<file path="config.mk">
export PLATFORM = sky130hd
export DESIGN_NAME = if_id_fifo_flat
export DESIGN_NICKNAME = d
export VERILOG_FILES = /design/src/rtl/if_id_fifo_if.sv /design/src/rtl/if_id_fifo.sv /design/src/flat_wrapper.sv
export SDC_FILE = /design/constraint.sdc
export NUM_CORES = 1
export LEC_CHECK = 0
export CORE_ASPECT_RATIO = 1.4
export CORE_MARGIN = 2
export CORE_UTILIZATION = 25
export CTS_BUF_LIST = sky130_fd_sc_hd__clkbuf_4 sky130_fd_sc_hd__clkbuf_8
export DETAILED_ROUTE_END_ITERATION = 10
export DONT_BUFFER_PORTS = 1
export PLACE_DENSITY = 0.41
export SLEW_MARGIN = 25
export SYNTH_ARGS = -nofsm -noshare
export SYNTH_HDL_FRONTEND = slang
export SYNTH_SLANG_ARGS = --single-unit
export TNS_END_PERCENT = 20
</file>
<file path="constraint.sdc">
create_clock -name clk -period 10.7 [get_ports clk]
set_input_delay 1.605 -clock clk [delete_from_list [all_inputs] [get_ports clk]]
set_output_delay 1.605 -clock clk [all_outputs]
set_load 0.01 [all_outputs]
</file>
<file path="src/rtl/if_id_fifo_if.sv">
// Fetch-to-decode instruction buffer bundle: fetch push side, decode pop side, EX flush.
// Pure wiring; the buffer itself adds one cycle between push and head visibility.
// Both sides use valid/ready; the slave (buffer) drives inst_ready_o and the head outputs.
interface if_id_fifo_if #(
  parameter int INST_W = 32,
  parameter int ADDR_W = 32,
  parameter int DEPTH  = 2,
  parameter int CNT_W  = $clog2(DEPTH + 1)
);
  // fetch side
  logic [INST_W-1:0] inst_i;
  logic [ADDR_W-1:0] inst_addr_i;
  logic              inst_valid_i;
  logic              inst_ready_o;
  // EX redirect
  logic              jump_flag_ex_i;
  // decode side
  logic [INST_W-1:0] inst_o;
  logic [ADDR_W-1:0] inst_addr_o;
  logic              inst_valid_o;
  logic              id_ready_i;
  logic [CNT_W-1:0]  count_o;

  // environment view: drives fetch data, flush and decode ready
  modport master (
    output inst_i, inst_addr_i, inst_valid_i, jump_flag_ex_i, id_ready_i,
    input  inst_ready_o, inst_o, inst_addr_o, inst_valid_o, count_o
  );

  // buffer view
  modport slave (
    input  inst_i, inst_addr_i, inst_valid_i, jump_flag_ex_i, id_ready_i,
    output inst_ready_o, inst_o, inst_addr_o, inst_valid_o, count_o
  );
endinterface

</file>
<file path="src/rtl/if_id_fifo.sv">
// IF/ID instruction buffer: DEPTH-entry circular FIFO of instruction/address pairs, flushed by EX jumps.
// Latency: a pair pushed at edge N is at the head in the cycle after edge N; outputs are registered-only.
// Backpressure: inst_ready_o drops when full (a same-cycle pop does not free the slot); decode stalls via id_ready_i.
module if_id_fifo #(
  parameter int              INST_W   = 32,
  parameter int              ADDR_W   = 32,
  parameter int              DEPTH    = 2,
  parameter logic [INST_W-1:0] NOP_INST = 32'h00000001,
  parameter int              CNT_W    = $clog2(DEPTH + 1)
) (
  input  logic              clk,
  input  logic              rst,
  if_id_fifo_if.slave       bus
);

  localparam int PTR_W = (DEPTH > 1) ? $clog2(DEPTH) : 1;

  logic [INST_W-1:0] inst_mem [DEPTH];
  logic [ADDR_W-1:0] addr_mem [DEPTH];
  logic [PTR_W-1:0]  wptr;
  logic [PTR_W-1:0]  rptr;
  logic [CNT_W-1:0]  count;

  logic not_empty;
  logic ready;
  logic push;
  logic pop;

  // Handshake qualifiers; a flush cycle swallows both push and pop.
  always_comb begin
    not_empty = (count != '0);
    ready     = (count < CNT_W'(DEPTH));
    push      = bus.inst_valid_i & ready & ~bus.jump_flag_ex_i;
    pop       = not_empty & bus.id_ready_i & ~bus.jump_flag_ex_i;
  end

  // Pointer and occupancy update: reset over flush over push/pop.
  always_ff @(posedge clk) begin
    if (!rst) begin
      wptr  <= '0;
      rptr  <= '0;
      count <= '0;
    end else if (bus.jump_flag_ex_i) begin
      wptr  <= '0;
      rptr  <= '0;
      count <= '0;
    end else begin
      if (push) wptr <= wptr + PTR_W'(1);
      if (pop)  rptr <= rptr + PTR_W'(1);
      if (push && !pop)      count <= count + CNT_W'(1);
      else if (pop && !push) count <= count - CNT_W'(1);
    end
  end

  // Entry storage; contents are left stale on reset/flush since count gates visibility.
  always_ff @(posedge clk) begin
    if (push) begin
      inst_mem[wptr] <= bus.inst_i;
      addr_mem[wptr] <= bus.inst_addr_i;
    end
  end

  // Head presentation: NOP at address zero whenever the buffer is empty.
  always_comb begin
    bus.inst_ready_o = ready;
    bus.inst_valid_o = not_empty;
    bus.count_o      = count;
    bus.inst_o       = NOP_INST;
    bus.inst_addr_o  = '0;
    if (not_empty) begin
      bus.inst_o      = inst_mem[rptr];
      bus.inst_addr_o = addr_mem[rptr];
    end
  end

endmodule

</file>
<file path="src/flat_wrapper.sv">
// flat-port wrapper written by rule: the top's interface ports become plain ports
module if_id_fifo_flat 
#(
  parameter int              INST_W   = 32,
  parameter int              ADDR_W   = 32,
  parameter int              DEPTH    = 2,
  parameter logic [INST_W-1:0] NOP_INST = 32'h00000001,
  parameter int              CNT_W    = $clog2(DEPTH + 1)
)
  (clk, rst, bus_inst_i, bus_inst_addr_i, bus_inst_valid_i, bus_jump_flag_ex_i, bus_id_ready_i, bus_inst_ready_o, bus_inst_o, bus_inst_addr_o, bus_inst_valid_o, bus_count_o);
  if_id_fifo_if #(.INST_W(INST_W), .ADDR_W(ADDR_W), .DEPTH(DEPTH), .CNT_W(CNT_W)) bus_i ();
  input  logic clk;
  input  logic rst;
  input wire logic [$bits(bus_i.inst_i)-1:0] bus_inst_i;
  input wire logic [$bits(bus_i.inst_addr_i)-1:0] bus_inst_addr_i;
  input wire logic [$bits(bus_i.inst_valid_i)-1:0] bus_inst_valid_i;
  input wire logic [$bits(bus_i.jump_flag_ex_i)-1:0] bus_jump_flag_ex_i;
  input wire logic [$bits(bus_i.id_ready_i)-1:0] bus_id_ready_i;
  output wire logic [$bits(bus_i.inst_ready_o)-1:0] bus_inst_ready_o;
  output wire logic [$bits(bus_i.inst_o)-1:0] bus_inst_o;
  output wire logic [$bits(bus_i.inst_addr_o)-1:0] bus_inst_addr_o;
  output wire logic [$bits(bus_i.inst_valid_o)-1:0] bus_inst_valid_o;
  output wire logic [$bits(bus_i.count_o)-1:0] bus_count_o;
  assign bus_i.inst_i = bus_inst_i;
  assign bus_i.inst_addr_i = bus_inst_addr_i;
  assign bus_i.inst_valid_i = bus_inst_valid_i;
  assign bus_i.jump_flag_ex_i = bus_jump_flag_ex_i;
  assign bus_i.id_ready_i = bus_id_ready_i;
  assign bus_inst_ready_o = bus_i.inst_ready_o;
  assign bus_inst_o = bus_i.inst_o;
  assign bus_inst_addr_o = bus_i.inst_addr_o;
  assign bus_inst_valid_o = bus_i.inst_valid_o;
  assign bus_count_o = bus_i.count_o;
  if_id_fifo #(.INST_W(INST_W), .ADDR_W(ADDR_W), .DEPTH(DEPTH), .NOP_INST(NOP_INST), .CNT_W(CNT_W)) u_core (.clk(clk), .rst(rst), .bus(bus_i));
endmodule
</file>
==> run summary <==
RSZ-0062 raised after global routing: no
slew at the pin closest to its max-slew limit: 0.957 ns
H-tree Lvls: 4
CTS Hold Buffers Added: 0
Req. time, crit path: 9.10 ns
share of layout cells above drive strength 1: 11.6%
clock tree buffer depth: 2
drt first pass iters: 4
CTS tree: built
die area: 21300 um2
status: finished, final reports clean
Clock Power Share: 41.3%
Final ANT Viol Nets: 0
largest net degree at the start of global routing: 65
fmax: 0.265 GHz
Int Power: 0.000856 W
Setup TNS Final: 0 ns
Sw Ratio: 21.5%
Crit. End Element: output port
Hold Path Class: reg2reg
sequential power share: 54.5%
vias in the first global route: 2594
initial antenna violation count: 0
GR Overflow Total: 0
worst path bufs/invs: 1
clock sinks: 133
Slew Limit Headroom: 36.2%
Vias/cell: 4.18
max capacitance violation total: 0
Syn. warnings: 0
origin of the worst min-delay path: u_core.rptr$_SDFFE_PP0P_
CP max stage delay: 0.71 ns
I/O pins: 137
Layout Nets: 376
Post-Route WL: 9820 um
detailed placement HPWL: 5970 um
routed vias: 2388
Primary FF master, synth: edfxtp_1
RR Startpoint: u_core.bus.count_o[1]$_SDFFE_PP0P_
Comb power frac: 4.2%
Net Count, Synth: 367
most frequent cells in the layout: edfxtp_1, nor2_1, mux2i_1, clkbuf_8
postcts setup bufs: 0
final setup violation count: 0
fin crit share: 35.3%
Total GRT Usage: 9.53%
critical path, cell by cell: buf_4 > mux2i_1 > nor2_1
Area growth, synth to finish: 13.9%
cell area after synthesis: 5040 um2
FP Rows: 61
Final Max Tran Viols: 0
critical path's top delay family: buffers and inverters
NetSw: 0.000235 W
critical path class: reg2out
Slowest cell on crit path: buf_4
commonest non-fill, non-tap cell in the layout: edfxtp_1
CTS resizes: 0
post-synthesis register bit count: 133
worst-path fanout max: 45
DR DRC count: 0
core region area: 19800 um2
gp weighted congestion: 0.644
Root Driver: clkbuf_8
Syn Inst Count: 297
Seq/Total Area, Yosys: 78.2%
fin worst setup slack: 6.92 ns
number of diodes: 0
EDFF count, synth: 128
Skew-Pair Late Insertion Delay: 0.43 ns
final hold vios: 0
die width: 124 um
Leak: 1.73 nW
Layout fillers: 2015
Setup WS pre-CTS: 7.27 ns
cts bufs inserted: 17
die height: 172 um
first-pass GRT wire length: 14300 um
Clock transition at path regs: 0.07 ns
crit path launch type: flip-flop
Initial Util: 25.4%
1st-iter DRT viols: 119
WL/cell: 17.2 um
Setup Skew: 0.00968 ns
power per cell area: 190 nW/um2
total power: 0.00109 W
Mapped Avg Cell Area: 17.0 um2
crit path DAT: 2.18 ns
Unique masters post-synth: 19
ys async rst share: 0%
Period minus WS final: 3.78 ns
IO buf count: 0
Worst VDD drop: 0.0976 mV
==> routing by layer <==
layer | global-route usage (%) | vias to the layer above | share of wire, %
li1 | - | 1105 | -
met1 | 8.79 | 1191 | 34
met2 | 17.1 | 79 | 55
met3 | 4.39 | 13 | 9.1
met4 | 5.28 | 0 | 2.5
met5 | 0 | - | 0
==> cell type report <==
| cell class | instances | area (um2) | area share [%] |
|---|---|---|---|
| Multi-Input combinational cell | 148 | 1020 | 17.8 |
| Tap cell | 252 | 315 | 5.49 |
| Clock buffer | 18 | 241 | 4.20 |
| Clock inverter | 14 | 185 | 3.22 |
| Inverter | 3 | 11.3 | 0.196 |
| Sequential cell | 133 | 3950 | 68.7 |
| Timing Repair Buffer | 3 | 22.5 | 0.392 |
==> sequential cells by signal (all words and copies together), names as in the netlist, named ones only <==
name	cells
u_core.wptr	1
u_core.inst_mem	64
u_core.bus.count_o	2
u_core.addr_mem	64
u_core.rptr	1
==> kinds of logic (layout without fill, tap and decap cells) <==
family                   count (synthesis)  in the layout  synth area share (%)
buffers and inverters                   16             38                  1.86
XOR/XNOR                                 4              4                 0.695
adder cells (fa/ha/maj)                  1              1                 0.248
AND/OR/NAND/NOR                         76             76                  5.98
flip-flops                             133            133                  78.2
AO/OA/AOI/OAI                            3              3                 0.298
multiplexers                            64             64                  12.7
==> worst register-to-register path, stage by stage, from the launching register on <==
cell,delay [ns]
dfxtp_1,0.42
nor2_4,0.58
inv_1,0.24
nand3_1,0.16
ha_1,0.26
or3_1,0.35
a21oi_1,0.13
==> final timing paths <==
check                                  endpoint  depth (start not counted)  slack, ns
min reg2reg            u_core.rptr$_SDFFE_PP0P_                          2       0.51
min                    u_core.rptr$_SDFFE_PP0P_                          2       0.51
max                              bus_inst_o[28]                          3       6.92
max reg2reg  u_core.bus.count_o[1]$_SDFFE_PP0P_                          6       8.49
==> synth_stat cells (all sizes together) (2+ instances only) <==
cell    count  area, um2
edfxtp    128       3840
nor2       68        258
mux2i      64        641
buf        13       82.6
dfxtp       5        100
inv         3       11.3
xor2        3       26.3
nand2       2       7.51
nor2b       2       12.5
o21ai       2       10.0
==> power groups by stage <==
| stage | combinational, W | clock [W] | sequential (W) |
|---|---|---|---|
| floorplan | 0.0000379 | 0 | 0.000605 |
| global placement | 0.0000484 | 0 | 0.000606 |
| detailed placement | 0.0000486 | 0 | 0.000606 |
| CTS | 0.0000489 | 0.000468 | 0.000594 |
| global route | 0.0000521 | 0.000485 | 0.000596 |
| finish | 0.0000462 | 0.000450 | 0.000594 |
==> through the flow <==
stage,instances,instance area (um2),hold slack [ns],util (%)
floorplan,297,5040,0.472,-
global placement,539,5320,0.492,26.8
detailed placement,539,5320,0.498,26.8
CTS,571,5750,0.516,29.0
global route,571,5750,0.532,29.0
finish,571,5750,0.511,29.0
Power figures use the tool's default switching activity.
